--- src/rtl/control_pipeline_if.sv ---
// rtl/control_pipeline_if.sv - decode-side inputs and per-stage control outputs of the control pipeline
interface control_pipeline_if;
  // Decode-stage control and register indices
  logic       id_RegWrite;
  logic       id_ALUSrc;
  logic       id_MemWrite;
  logic       id_ResultSrc;
  logic       id_Branch;
  logic [1:0] id_ALUOp;
  logic [4:0] id_rs1;
  logic [4:0] id_rs2;
  logic [4:0] id_rd;

  // ALU zero flag for the instruction currently in EX
  logic       ex_Zero;

  // EX-stage control
  logic       ex_ALUSrc;
  logic [1:0] ex_ALUOp;
  logic [4:0] ex_rd;

  // MEM-stage control
  logic       mem_MemWrite;
  logic       mem_RegWrite;
  logic [4:0] mem_rd;

  // WB-stage control
  logic       wb_RegWrite;
  logic       wb_ResultSrc;
  logic [4:0] wb_rd;

  // Hazard and redirect controls
  logic       stall_F;
  logic       stall_D;
  logic       flush_D;
  logic       PCSrc_E;

  modport master (
    output id_RegWrite, id_ALUSrc, id_MemWrite, id_ResultSrc, id_Branch,
    output id_ALUOp, id_rs1, id_rs2, id_rd, ex_Zero,
    input  ex_ALUSrc, ex_ALUOp, ex_rd,
    input  mem_MemWrite, mem_RegWrite, mem_rd,
    input  wb_RegWrite, wb_ResultSrc, wb_rd,
    input  stall_F, stall_D, flush_D, PCSrc_E
  );

  modport slave (
    input  id_RegWrite, id_ALUSrc, id_MemWrite, id_ResultSrc, id_Branch,
    input  id_ALUOp, id_rs1, id_rs2, id_rd, ex_Zero,
    output ex_ALUSrc, ex_ALUOp, ex_rd,
    output mem_MemWrite, mem_RegWrite, mem_rd,
    output wb_RegWrite, wb_ResultSrc, wb_rd,
    output stall_F, stall_D, flush_D, PCSrc_E
  );
endinterface

--- src/rtl/control_pipeline.sv ---
// rtl/control_pipeline.sv - ID/EX, EX/MEM, MEM/WB control registers with load-use stall and branch flush
module control_pipeline (
  input  logic               clk,
  input  logic               rst_n,
  control_pipeline_if.slave  bus
);

  // Control word carried by every stage register
  typedef struct packed {
    logic       reg_write;
    logic       alu_src;
    logic       mem_write;
    logic       result_src;
    logic       branch;
    logic [1:0] alu_op;
    logic [4:0] rd;
  } stage_t;

  localparam stage_t BUBBLE = '0;

  stage_t id_ex_d,  id_ex_q;
  stage_t ex_mem_d, ex_mem_q;
  stage_t mem_wb_d, mem_wb_q;

  logic pc_src_e;
  logic load_use;
  logic ex_rd_nonzero;
  logic ex_rd_matches;

  // Redirect: the branch in EX is taken when the ALU reports equality.
  assign pc_src_e = id_ex_q.branch & bus.ex_Zero;

  // Load-use: a load in EX writes a register the instruction in ID reads.
  // Only ID/EX state and the decode source indices feed this path.
  assign ex_rd_nonzero = (id_ex_q.rd != 5'd0);
  assign ex_rd_matches = (id_ex_q.rd == bus.id_rs1) | (id_ex_q.rd == bus.id_rs2);
  assign load_use      = id_ex_q.result_src & id_ex_q.reg_write & ex_rd_nonzero & ex_rd_matches;

  // A taken branch wins over load-use: the dependent instruction is being
  // flushed anyway, so stalling for it would only cost a cycle.
  assign bus.PCSrc_E = pc_src_e;
  assign bus.flush_D = pc_src_e;
  assign bus.stall_F = load_use & ~pc_src_e;
  assign bus.stall_D = load_use & ~pc_src_e;

  // ID/EX next value: decode controls, or a bubble on flush or load-use stall
  always_comb begin
    id_ex_d            = BUBBLE;
    id_ex_d.reg_write  = bus.id_RegWrite & (bus.id_rd != 5'd0);
    id_ex_d.alu_src    = bus.id_ALUSrc;
    id_ex_d.mem_write  = bus.id_MemWrite;
    id_ex_d.result_src = bus.id_ResultSrc;
    id_ex_d.branch     = bus.id_Branch;
    id_ex_d.alu_op     = bus.id_ALUOp;
    id_ex_d.rd         = bus.id_rd;
    if (pc_src_e || load_use) begin
      id_ex_d = BUBBLE;
    end
  end

  // EX/MEM and MEM/WB next values: nothing stalls downstream of EX
  always_comb begin
    ex_mem_d = id_ex_q;
    mem_wb_d = ex_mem_q;
  end

  // Stage registers; reset discards every in-flight instruction at once
  always_ff @(posedge clk or negedge rst_n) begin
    if (!rst_n) begin
      id_ex_q  <= BUBBLE;
      ex_mem_q <= BUBBLE;
      mem_wb_q <= BUBBLE;
    end else begin
      id_ex_q  <= id_ex_d;
      ex_mem_q <= ex_mem_d;
      mem_wb_q <= mem_wb_d;
    end
  end

  // Stage outputs
  assign bus.ex_ALUSrc    = id_ex_q.alu_src;
  assign bus.ex_ALUOp     = id_ex_q.alu_op;
  assign bus.ex_rd        = id_ex_q.rd;

  assign bus.mem_MemWrite = ex_mem_q.mem_write;
  assign bus.mem_RegWrite = ex_mem_q.reg_write;
  assign bus.mem_rd       = ex_mem_q.rd;

  assign bus.wb_RegWrite  = mem_wb_q.reg_write;
  assign bus.wb_ResultSrc = mem_wb_q.result_src;
  assign bus.wb_rd        = mem_wb_q.rd;

  // MEM/WB carries the full control word for uniformity; the fields that
  // have no consumer in WB are gathered here.
  logic unused_mem_wb;
  assign unused_mem_wb = ^{mem_wb_q.alu_src, mem_wb_q.mem_write,
                           mem_wb_q.branch, mem_wb_q.alu_op};

endmodule

--- src/flat_wrapper.sv ---
// flat-port wrapper written by rule: the top's interface ports become plain ports
module control_pipeline_flat 
  (clk, rst_n, bus_id_RegWrite, bus_id_ALUSrc, bus_id_MemWrite, bus_id_ResultSrc, bus_id_Branch, bus_id_ALUOp, bus_id_rs1, bus_id_rs2, bus_id_rd, bus_ex_Zero, bus_ex_ALUSrc, bus_ex_ALUOp, bus_ex_rd, bus_mem_MemWrite, bus_mem_RegWrite, bus_mem_rd, bus_wb_RegWrite, bus_wb_ResultSrc, bus_wb_rd, bus_stall_F, bus_stall_D, bus_flush_D, bus_PCSrc_E);
  control_pipeline_if bus_i ();
  input  logic clk;
  input  logic rst_n;
  input wire logic [$bits(bus_i.id_RegWrite)-1:0] bus_id_RegWrite;
  input wire logic [$bits(bus_i.id_ALUSrc)-1:0] bus_id_ALUSrc;
  input wire logic [$bits(bus_i.id_MemWrite)-1:0] bus_id_MemWrite;
  input wire logic [$bits(bus_i.id_ResultSrc)-1:0] bus_id_ResultSrc;
  input wire logic [$bits(bus_i.id_Branch)-1:0] bus_id_Branch;
  input wire logic [$bits(bus_i.id_ALUOp)-1:0] bus_id_ALUOp;
  input wire logic [$bits(bus_i.id_rs1)-1:0] bus_id_rs1;
  input wire logic [$bits(bus_i.id_rs2)-1:0] bus_id_rs2;
  input wire logic [$bits(bus_i.id_rd)-1:0] bus_id_rd;
  input wire logic [$bits(bus_i.ex_Zero)-1:0] bus_ex_Zero;
  output wire logic [$bits(bus_i.ex_ALUSrc)-1:0] bus_ex_ALUSrc;
  output wire logic [$bits(bus_i.ex_ALUOp)-1:0] bus_ex_ALUOp;
  output wire logic [$bits(bus_i.ex_rd)-1:0] bus_ex_rd;
  output wire logic [$bits(bus_i.mem_MemWrite)-1:0] bus_mem_MemWrite;
  output wire logic [$bits(bus_i.mem_RegWrite)-1:0] bus_mem_RegWrite;
  output wire logic [$bits(bus_i.mem_rd)-1:0] bus_mem_rd;
  output wire logic [$bits(bus_i.wb_RegWrite)-1:0] bus_wb_RegWrite;
  output wire logic [$bits(bus_i.wb_ResultSrc)-1:0] bus_wb_ResultSrc;
  output wire logic [$bits(bus_i.wb_rd)-1:0] bus_wb_rd;
  output wire logic [$bits(bus_i.stall_F)-1:0] bus_stall_F;
  output wire logic [$bits(bus_i.stall_D)-1:0] bus_stall_D;
  output wire logic [$bits(bus_i.flush_D)-1:0] bus_flush_D;
  output wire logic [$bits(bus_i.PCSrc_E)-1:0] bus_PCSrc_E;
  assign bus_i.id_RegWrite = bus_id_RegWrite;
  assign bus_i.id_ALUSrc = bus_id_ALUSrc;
  assign bus_i.id_MemWrite = bus_id_MemWrite;
  assign bus_i.id_ResultSrc = bus_id_ResultSrc;
  assign bus_i.id_Branch = bus_id_Branch;
  assign bus_i.id_ALUOp = bus_id_ALUOp;
  assign bus_i.id_rs1 = bus_id_rs1;
  assign bus_i.id_rs2 = bus_id_rs2;
  assign bus_i.id_rd = bus_id_rd;
  assign bus_i.ex_Zero = bus_ex_Zero;
  assign bus_ex_ALUSrc = bus_i.ex_ALUSrc;
  assign bus_ex_ALUOp = bus_i.ex_ALUOp;
  assign bus_ex_rd = bus_i.ex_rd;
  assign bus_mem_MemWrite = bus_i.mem_MemWrite;
  assign bus_mem_RegWrite = bus_i.mem_RegWrite;
  assign bus_mem_rd = bus_i.mem_rd;
  assign bus_wb_RegWrite = bus_i.wb_RegWrite;
  assign bus_wb_ResultSrc = bus_i.wb_ResultSrc;
  assign bus_wb_rd = bus_i.wb_rd;
  assign bus_stall_F = bus_i.stall_F;
  assign bus_stall_D = bus_i.stall_D;
  assign bus_flush_D = bus_i.flush_D;
  assign bus_PCSrc_E = bus_i.PCSrc_E;
  control_pipeline u_core (.clk(clk), .rst_n(rst_n), .bus(bus_i));
endmodule
--- config.mk ---
export PLATFORM = sky130hd
export DESIGN_NAME = control_pipeline_flat
export DESIGN_NICKNAME = d
export VERILOG_FILES = /design/src/rtl/control_pipeline_if.sv /design/src/rtl/control_pipeline.sv /design/src/flat_wrapper.sv
export SDC_FILE = /design/constraint.sdc
export NUM_CORES = 1
export LEC_CHECK = 0
export CELL_PAD_IN_SITES_DETAIL_PLACEMENT = 0
export CELL_PAD_IN_SITES_GLOBAL_PLACEMENT = 2
export CORE_UTILIZATION = 26
export DETAILED_ROUTE_END_ITERATION = 8
export GPL_ROUTABILITY_DRIVEN = 0
export PLACE_DENSITY_LB_ADDON = 0.12
export SLEW_MARGIN = 20
export SYNTH_ARGS = -nofsm -noshare
export SYNTH_HDL_FRONTEND = slang
export SYNTH_SLANG_ARGS = --single-unit
--- constraint.sdc ---
create_clock -name clk -period 4.65 [get_ports clk]
set_clock_uncertainty 0.1 [all_clocks]
set_input_delay 0.465 -clock clk [delete_from_list [all_inputs] [get_ports clk]]
set_output_delay 0.465 -clock clk [all_outputs]
set_load 0.005 [all_outputs]
==> metrics.md <==
| Metric | Value |
|---|---|
| GR Util All Layers | 0.09320 |
| Yosys warns | 0 |
| Final setup viols | 0 |
| Synth top area cells | dfrtp_1 (65%), buf_4 (10%), xnor2_1 (8.4%) |
| Core Region | 0.003744 sq mm |
| RSZ-0062 raised after global routing | no |
| Top delay family on crit path | buffers and inverters |
| Async SR Flop Fraction | 1.000 |
| Synth unique cells | 16 |
| Initial antenna violation count | 0 |
| Tcrit/Tclk final | 0.6408 |
| Post-Syn Area | 0.001044 sq mm |
| Antenna-violating nets left | 0 |
| 1st-pass router iterations | 5 |
| Sequential share of the synthesized area | 0.6475 |
| Setup TNS | 0 ns |
| Status | complete, no violations |
| WP buf/inv | 2 |
| Inserted Clock Buffers | 3 |
| CP arrival | 2.41 ns |
| Fmax | 0.3356 GHz |
| NumNets Final | 141 |
| Synth Flop Type | dfrtp_1 |
| Worst-path clk slew | 0.09 ns |
| CP dominant cell by count | clkdlybuf4s50_1 |
| WL/cell | 11.16 microns |
| Most frequent cells in the layout | clkdlybuf4s50_1 (50), dfrtp_1 (27), xnor2_1 (10) |
| EDFF count, synth | 0 |
| Vert. Die Dim | 65.35 microns |
| CP Capture Type | primary output |
| Slowest library cell on the worst path | clkdlybuf4s50_1 |
| Root Buffer | clkbuf_8 |
| Worst min path class | reg -> reg |
| Worst Path Required | 4.09 ns |
| Final Cell Area | 0.001538 sq mm |
| Clock latency on the worst-skew pair | 0.26 ns |
| Grt ovf | 0 |
| Placed instance area | 0.001491 sq mm |
| DP HPWL | 1373 microns |
| Remaining DRCs | 0 |
| Num rows | 22 |
| CP Max Fanout | 13 |
| Slew headroom | 0.6759 |
| Syn Nets | 101 |
| VDD IR max | 0.0001754 V |
| Share of layout cells above drive strength 1 | 0.1391 |
| Leak pwr | 0.6463 nW |
| Syn-to-layout area delta | 47.36% |
| CP max stage delay | 0.53 ns |
| Die area | 0.004271 sq mm |
| Pin count of the biggest net entering global routing | 28 |
| Hold Fails Final Rpt | 0 |
| Post-Synthesis Cells | 76 |
| CTS Hold Bufs | 0 |
| Via count | 667 |
| Via density | 4.092 |
| Setup bufs post-CTS | 0 |
| Max-cap violations | 0 |
| Yosys reg bits | 27 |
| Clock sink count | 27 |
| Final hold slack | 0.2496 ns |
| Most common cell after layout, fill and taps aside | clkdlybuf4s50_1 |
| Die W | 65.35 microns |
| Yosys top cell by area | dfrtp_1 |
| Final Max Tran Viols | 0 |
| Clock buffer depth | 2 |
| # IOs | 51 |
| Worst Setup Start Kind | input pin |
| First-pass GRT wire length | 2973 microns |
| Routed WL | 1819 microns |
| Top cell type's share of synthesized area | 0.6475 |
| CP cell instances | clkdlybuf4s50_1 > xnor2_1 > nand3_1 > o22ai_1 > o2111ai_2 > nor2_1 > clkdlybuf4s50_1 |
| ANT cells | 0 |
| CTS tree | built |
| DRT iter0 DRCs | 19 |
| Syn Area/Cell | 13.73 sq um |
| Port Buf Inserts | 50 |
| Vias in the first global route | 650 |
| PwrDens | 305.3 mW/mm^2 |
| Kind of critical path | in -> out |
| Actual slew at the worst max-slew pin | 0.4862 ns |
| CTS-repair resized insts | 0 |
| Initial core utilization | 0.2787 |
| Min Tclk post-route | 2.980 ns |
| H-tree Lvls | 1 |
==> Yosys cell counts, types with 2 or more instances <==
cell type / instances
and3_1: 2
and3_2: 9
buf_4: 14
dfrtp_1: 27
nand2_1: 3
nand3_1: 2
xnor2_1: 10
==> per-layer routing <==
| metal | vias to the layer above | track usage | share of wire |
|---|---|---|---|
| met5 | - | 0 | 0 |
| met4 | 0 | 0.02446 | 0.0077 |
| met3 | 2 | 0.04167 | 0.098 |
| met2 | 36 | 0.1482 | 0.48 |
| met1 | 314 | 0.1140 | 0.42 |
| li1 | 315 | - | - |
==> per-stage QoR <==
step                total power (W)  setup WS (ns)    util  cells
floorplan                 0.0003003          2.596       -     76
global placement          0.0003506          1.670  0.3984    159
detailed placement        0.0003505          1.634  0.3984    159
CTS                       0.0004787          1.619  0.4108    163
global route              0.0004969          1.492  0.4108    163
finish                    0.0004695          1.670  0.4108    163
==> logic make-up after synthesis <==
family                    after synthesis  synth area share
and+or+nand+nor                        19            0.1187
DFF                                    27            0.6475
buffers and inverters                  17            0.1187
AOI/OAI and AO/OA                       3           0.03117
xor gates and xnor gates               10           0.08393
==> state kept, by name, indices dropped and copies added, names as in the netlist <==
name	count
u_core.bus.ex_ALUOp	2
u_core.bus.ex_ALUSrc	1
u_core.bus.ex_rd	5
u_core.bus.mem_MemWrite	1
u_core.bus.mem_RegWrite	1
u_core.bus.mem_rd	5
u_core.bus.wb_RegWrite	1
u_core.bus.wb_ResultSrc	1
u_core.bus.wb_rd	5
u_core.ex_mem_d	4
u_core.ex_mem_q	1
==> cell type report <==
type / count / area (sq um)
Multi-Input combinational cell: 32 / 244.0
Clock inverter: 1 / 5.005
Clock buffer: 3 / 41.29
Fill cell: 360 / 2206
Sequential cell: 27 / 675.6
Tap cell: 48 / 60.06
Timing Repair Buffer: 51 / 508.0
Inverter: 1 / 3.754
==> power by group <==
| part | switching [W] | internal, W |
|---|---|---|
| clock network | 0.0000662 | 0.0000598 |
| logic | 0.0000233 | 0.0000575 |
| registers | 0.0000108 | 0.000252 |
==> worst reg2reg max path: stages (launching register included) <==
cell and delay (ns):
dfrtp_1 0.45, or4_4 0.55, o2111ai_2 0.43, o2111a_1 0.26
==> path summary, 6_finish.rpt <==
kind	cells past startpoint	endpoint	slack, ns	start
setup / recovery	7	bus_stall_D	1.67	bus_id_rs1[0]
hold / removal	0	u_core.bus.mem_MemWrite	0.25	u_core.ex_mem_d[9]
setup reg to reg	3	u_core.ex_mem_d[11]	2.80	u_core.bus.ex_rd[2]
hold reg to reg	0	u_core.bus.mem_MemWrite	0.25	u_core.ex_mem_d[9]
max in group asynchronous	2	u_core.bus.ex_rd[4]	3.73	rst_n
min in group asynchronous	2	u_core.bus.wb_ResultSrc	0.47	rst_n
Power figures use the tool's default switching activity.
